File: src/rtl/pulp_cluster_package.sv
// Shared cluster definitions: EOC peripheral register map, CNT_CTRL bit positions
// and the registered response record of the EOC slave.
package pulp_cluster_package;

  localparam logic [2:0] EOC_STATUS_OFFS  = 3'd0;
  localparam logic [2:0] EOC_CLEAR_OFFS   = 3'd1;
  localparam logic [2:0] FETCH_EN_OFFS    = 3'd2;
  localparam logic [2:0] CYCLE_CNT_OFFS   = 3'd3;
  localparam logic [2:0] CNT_CTRL_OFFS    = 3'd4;
  localparam logic [2:0] CLUSTER_EOC_OFFS = 3'd5;

  localparam int CNT_CTRL_EN_BIT  = 0;
  localparam int CNT_CTRL_CLR_BIT = 1;

  // The ID field is sized for the widest supported ID; the slave uses the low bits.
  localparam int RESP_ID_W = 32;

  typedef struct packed {
    logic                 valid;
    logic                 opc;
    logic [RESP_ID_W-1:0] id;
    logic [31:0]          rdata;
  } eoc_resp_t;

  function automatic logic [31:0] be_to_mask(input logic [3:0] be);
    return {{8{be[3]}}, {8{be[2]}}, {8{be[1]}}, {8{be[0]}}};
  endfunction

endpackage

File: src/rtl/cluster_cycle_counter.sv
// Free-running 32-bit benchmark counter with enable and synchronous clear.
// Clear takes priority over increment; the counter wraps silently.
module cluster_cycle_counter (
  input  logic        clk_i,
  input  logic        rst_i,
  input  logic        en_i,
  input  logic        clr_i,
  output logic [31:0] cnt_o
);

  logic [31:0] cnt_q;
  logic [31:0] cnt_d;

  assign cnt_d = clr_i ? 32'd0 : (en_i ? cnt_q + 32'd1 : cnt_q);

  always_ff @(posedge clk_i or posedge rst_i) begin
    if (rst_i) cnt_q <= 32'd0;
    else       cnt_q <= cnt_d;
  end

  assign cnt_o = cnt_q;

endmodule

File: src/rtl/cluster_eoc_periph_slave.sv
// End-of-computation register slave on the cluster peripheral interconnect.
// Always grants; answers every request with a single-cycle registered response.
module cluster_eoc_periph_slave
  import pulp_cluster_package::*;
#(
  parameter int                  NB_CORES     = 8,
  parameter int                  ID_WIDTH     = 5,
  parameter logic [NB_CORES-1:0] FETCH_EN_RST = '0
) (
  input  logic                clk_i,
  input  logic                rst_i,
  input  logic                req_i,
  input  logic [31:0]         add_i,
  input  logic                wen_i,
  input  logic [31:0]         wdata_i,
  input  logic [3:0]          be_i,
  input  logic [ID_WIDTH-1:0] id_i,
  output logic                gnt_o,
  output logic                r_valid_o,
  output logic                r_opc_o,
  output logic [ID_WIDTH-1:0] r_id_o,
  output logic [31:0]         r_rdata_o,
  input  logic [NB_CORES-1:0] core_eoc_i,
  output logic [NB_CORES-1:0] fetch_en_o,
  output logic                eoc_o
);

  logic [2:0]          offs;
  logic                mapped;
  logic                wr;
  logic                rd;
  logic [31:0]         bmask;
  logic [NB_CORES-1:0] eoc_status_q;
  logic [NB_CORES-1:0] eoc_clr_mask;
  logic [NB_CORES-1:0] fetch_en_q;
  logic                cnt_en_q;
  logic                cnt_clr;
  logic                cluster_eoc_q;
  logic [31:0]         cnt_val;
  logic [31:0]         rdata_mux;
  eoc_resp_t           resp_d;
  eoc_resp_t           resp_q;

  assign offs   = add_i[4:2];
  assign mapped = (offs <= CLUSTER_EOC_OFFS);
  assign gnt_o  = req_i;
  assign wr     = req_i & ~wen_i & mapped;
  assign rd     = req_i &  wen_i & mapped;
  assign bmask  = be_to_mask(be_i);

  assign eoc_clr_mask = (wr && offs == EOC_CLEAR_OFFS) ?
                        (wdata_i[NB_CORES-1:0] & bmask[NB_CORES-1:0]) : '0;
  assign cnt_clr      = wr && (offs == CNT_CTRL_OFFS) && be_i[0] && wdata_i[CNT_CTRL_CLR_BIT];

  // Incoming EOC is OR-ed in after the clear, so a simultaneous set survives.
  always_ff @(posedge clk_i or posedge rst_i) begin
    if (rst_i) eoc_status_q <= '0;
    else       eoc_status_q <= (eoc_status_q & ~eoc_clr_mask) | core_eoc_i;
  end

  always_ff @(posedge clk_i or posedge rst_i) begin
    if (rst_i) begin
      fetch_en_q    <= FETCH_EN_RST;
      cnt_en_q      <= 1'b0;
      cluster_eoc_q <= 1'b0;
    end else if (wr) begin
      case (offs)
        FETCH_EN_OFFS:
          fetch_en_q <= (fetch_en_q & ~bmask[NB_CORES-1:0]) |
                        (wdata_i[NB_CORES-1:0] & bmask[NB_CORES-1:0]);
        CNT_CTRL_OFFS:
          if (be_i[0]) cnt_en_q <= wdata_i[CNT_CTRL_EN_BIT];
        CLUSTER_EOC_OFFS:
          if (be_i[0]) cluster_eoc_q <= wdata_i[0];
        default: ;
      endcase
    end
  end

  // The counter sees the old enable, so a newly written enable counts from the next cycle.
  cluster_cycle_counter u_cnt (
    .clk_i (clk_i),
    .rst_i (rst_i),
    .en_i  (cnt_en_q),
    .clr_i (cnt_clr),
    .cnt_o (cnt_val)
  );

  always_comb begin
    rdata_mux = '0;
    case (offs)
      EOC_STATUS_OFFS:  rdata_mux = 32'(eoc_status_q);
      FETCH_EN_OFFS:    rdata_mux = 32'(fetch_en_q);
      CYCLE_CNT_OFFS:   rdata_mux = cnt_val;
      CNT_CTRL_OFFS:    rdata_mux[CNT_CTRL_EN_BIT] = cnt_en_q;
      CLUSTER_EOC_OFFS: rdata_mux[0] = cluster_eoc_q;
      default: ;
    endcase
  end

  always_comb begin
    resp_d       = '0;
    resp_d.valid = req_i;
    resp_d.opc   = req_i & ~mapped;
    resp_d.id    = req_i ? RESP_ID_W'(id_i) : resp_q.id;
    resp_d.rdata = rd ? rdata_mux : 32'd0;
  end

  always_ff @(posedge clk_i or posedge rst_i) begin
    if (rst_i) resp_q <= '0;
    else       resp_q <= resp_d;
  end

  assign r_valid_o  = resp_q.valid;
  assign r_opc_o    = resp_q.opc;
  assign r_id_o     = resp_q.id[ID_WIDTH-1:0];
  assign r_rdata_o  = resp_q.rdata;
  assign fetch_en_o = fetch_en_q;
  assign eoc_o      = cluster_eoc_q;

  logic unused_bits;
  assign unused_bits = ^{add_i[31:5], add_i[1:0], wdata_i, resp_q.id};

endmodule

File: config.mk
export PLATFORM = sky130hd
export DESIGN_NAME = cluster_eoc_periph_slave
export DESIGN_NICKNAME = d
export VERILOG_FILES = /design/src/rtl/pulp_cluster_package.sv /design/src/rtl/cluster_cycle_counter.sv /design/src/rtl/cluster_eoc_periph_slave.sv
export SDC_FILE = /design/constraint.sdc
export NUM_CORES = 1
export LEC_CHECK = 0
export CAP_MARGIN = 20
export CORE_MARGIN = 2
export CORE_UTILIZATION = 40
export CTS_CLUSTER_DIAMETER = 120
export DETAILED_ROUTE_END_ITERATION = 7
export GPL_TIMING_DRIVEN = 0
export PLACE_DENSITY = 0.83
export RECOVER_POWER = 25
export SLEW_MARGIN = 20
export SYNTH_ARGS = -nofsm -noshare
export SYNTH_HDL_FRONTEND = slang
export SYNTH_SLANG_ARGS = --single-unit
File: constraint.sdc
create_clock -name clk_i -period 6.2 [get_ports clk_i]
set_clock_uncertainty 0.05 [all_clocks]
set_input_delay 1.24 -clock clk_i [delete_from_list [all_inputs] [get_ports clk_i]]
set_output_delay 1.24 -clock clk_i [all_outputs]
set_load 0.02 [all_outputs]
==> metrics.md <==
| Metric | Value |
|---|---|
| Status | finished, violations left |
| Failing checks | capacitance limit, slew limit |
| Fin crit share | 0.6100 |
| RSZ-0062 raised after global routing | no |
| Vias in the first global route | 2900 |
| Fraction of registers with async set or reset after synthesis | 1.000 |
| CTS tree | built |
| Ys Warns | 0 |
| Clock latency on the worst-skew pair | 0.36 ns |
| First-pass GRT wire length | 13.37 mm |
| Die X | 102.7 microns |
| CP cell instances | dlygate4sd3_1 -> buf_4 -> clkdlybuf4s50_1 |
| Max FO, Critical Path | 3 |
| Gates resized, CTS repair | 0 |
| Largest cells by area after synthesis | dfrtp_1 57%, mux2_2 6.9%, and2_1 3.9% |
| H-tree depth | 3 |
| TritonCTS Buffers | 9 |
| Sequential cell area fraction in the yosys report | 0.5712 |
| Final hold vios | 0 |
| # fillers | 865 |
| CP Launch Type | input port |
| Lkg Pwr | 0.002085 uW |
| Pin slew with the least headroom to its limit | 1.694 ns |
| 1st-pass router iterations | 4 |
| Design Area, Final | 5057 sq um |
| CP max stage delay | 0.59 ns |
| Initial antenna violation count | 0 |
| CP Data Required Time | 4.91 ns |
| Slowest CP cell | clkdlybuf4s50_1 |
| Most frequent cells in the layout | 89 x dfrtp_1, 75 x clkdlybuf4s50_1, 29 x nand2_1 |
| Final ANT Viol Nets | 0 |
| Io pins | 134 |
| Mapped Avg Cell Area | 11.47 sq um |
| Cts hold-fix bufs | 0 |
| Total number of vias | 2901 |
| Area Overhead vs Synth | 29.72% |
| Most common cell after layout, fill and taps aside | dfrtp_1 |
| Post-CTS setup buffer count | 0 |
| Crit. End Element | output port |
| Worst min path class | flop to flop |
| Maxcap violations | 1 |
| Post-route setup TNS | 0 ns |
| Clock Pin Slew Worst Setup and Hold Paths | 0.08 ns |
| Final setup viols | 0 |
| Clock Tree Root | clkbuf_8 |
| Most used DFF post-synth | dfrtp_1 |
| Flops & latches, synth | 89 |
| Post-synth EDFFs | 0 |
| I/O Buffers | 77 |
| Period minus WS final | 3.782 ns |
| Clock Tree Buf Depth | 2 |
| Post-Synthesis Cells | 340 |
| Data arrival time of the critical path | 2.49 ns |
| # rows | 36 |
| Initial DRC count | 93 |
| Post-synth net total | 426 |
| Share of layout cells above drive strength 1 | 0.1313 |
| Diodes inserted | 0 |
| DR DRC count | 0 |
| Post-Place Cell Area | 4866 sq um |
| GRT overflow | 0 |
| Final HPWL DP | 5.768 mm |
| Yosys top cell area share | 0.5712 |
| Max VDD drop | 0.1564 mV |
| Pin count of the biggest net entering global routing | 53 |
| Crit-path leading delay family | buffers and inverters |
| Nets | 515 |
| Netlist Area Pre-Place | 3899 sq um |
| DR WL/cell | 14.02 microns |
| Critical path class | input port to output port |
| Die area | 10550 sq um |
| Sink Count | 89 |
| Final wirelength | 7.951 mm |
| Starting Density | 0.4064 |
| Count of cell types in the netlist | 36 |
| Pwr dens | 303.4 nW/um^2 |
| Core Area | 9594 sq um |
| Relative slew slack | -0.1354 |
| WP buf/inv | 3 |
| Vias/cell | 5.116 |
| Chip Height | 102.7 microns |
| F_max | 264.4 MHz |
| Pins Over Slew Limit | 38 |
| Cell taking the most area after synthesis | dfrtp_1 |
| Gpl congestion | 0.7983 |
| GRT Resource Usage Total | 0.1615 |
==> registers in the layout (all words and copies together), names as in the netlist, named ones only <==
| signal | flops |
|---|---|
| r_valid_o | 1 |
| eoc_o | 1 |
| r_id_o | 5 |
| eoc_status_q | 8 |
| r_opc_o | 1 |
| cnt_en_q | 1 |
| r_rdata_o | 32 |
| u_cnt.cnt_o | 32 |
==> final timing paths <==
| check | end | slack (ns) | cells after the start | startpoint |
|---|---|---|---|---|
| max | gnt_o | 2.42 | 3 | req_i |
| min | eoc_status_q[2] | 0.44 | 1 | eoc_status_q[2] |
| max reg2reg | u_cnt.cnt_o[28] | 4.29 | 5 | u_cnt.cnt_o[0] |
| min reg2reg | eoc_status_q[2] | 0.44 | 1 | eoc_status_q[2] |
| max in group asynchronous | u_cnt.cnt_o[9] | 3.55 | 3 | rst_i |
| min in group asynchronous | u_cnt.cnt_o[3] | 1.70 | 2 | rst_i |
==> stage by stage <==
stage	std cells	total power [uW]	utilization	hold WS, ns	setup WS (ns)
5_1_grt	567	1619	0.5271	0.4530	2.402
4_1_cts	567	1541	0.5267	0.4371	2.484
3_5_place_dp	551	1159	0.5072	0.4173	2.490
2_1_floorplan	340	1019	-	0.3995	2.603
3_3_place_gp	550	1134	0.5040	0.4152	1.364
6_report	567	1534	0.5271	0.4372	2.418
==> cells in the mapped netlist, types with 4 or more instances <==
| master | count |
|---|---|
| mux2i_1 | 6 |
| or4_1 | 10 |
| nand2b_1 | 6 |
| a22oi_1 | 8 |
| xor2_1 | 7 |
| o31ai_1 | 10 |
| mux2_2 | 24 |
| nand3_1 | 12 |
| xnor2_1 | 7 |
| nor2_1 | 25 |
| nor3_1 | 5 |
| a21o_1 | 8 |
| a21oi_1 | 12 |
| nor4_1 | 5 |
| and4_1 | 4 |
| nand4_1 | 6 |
| and3_1 | 7 |
| and2_1 | 24 |
| dfrtp_1 | 89 |
| nand2_1 | 29 |
==> worst register-to-register path: stages, from the launching register on <==
cell and delay [ns]:
dfrtp_1 0.45, ha_1 0.24, nand2_1 0.18, nor4_1 0.44, and4_1 0.30, mux2i_1 0.18
==> power breakdown <==
group	leakage, uW	internal (uW)	total, uW	switching, uW
registers	0.00108	671	791	120
clock network	0.0000933	186	386	200
logic	0.000907	182	357	175
total	0.00208	1040	1530	496
==> kinds of logic after synthesis <==
logic type | share of synthesized area
buffers and inverters | 0.02503
XOR/XNOR | 0.03145
multiplexers | 0.08472
flip-flops | 0.5712
adder cells (fa/ha/maj) | 0.003209
AO/OA/AOI/OAI | 0.06932
AND/OR/NAND/NOR | 0.2150
==> area by class of cell <==
type / instances / area [sq um] / share of cell area
Buffer: 14 / 86.33 / 0.01707
Clock buffer: 11 / 131.4 / 0.02598
Timing Repair Buffer: 78 / 798.3 / 0.1578
Clock inverter: 5 / 56.30 / 0.01113
Tap cell: 133 / 166.4 / 0.03290
Inverter: 3 / 12.51 / 0.002474
Multi-Input combinational cell: 234 / 1579 / 0.3122
Sequential cell: 89 / 2227 / 0.4404
==> per-layer routing <==
| layer | GRT usage | share of wire | routed length [microns] |
|---|---|---|---|
| met4 | 0.04821 | 0.014 | 112 |
| met1 | 0.1991 | 0.43 | 3456 |
| met2 | 0.2740 | 0.50 | 3936 |
| met5 | 0 | 0 | 0 |
| met3 | 0.04949 | 0.056 | 445 |
Note: power is estimated with default switching activity, not from simulation.
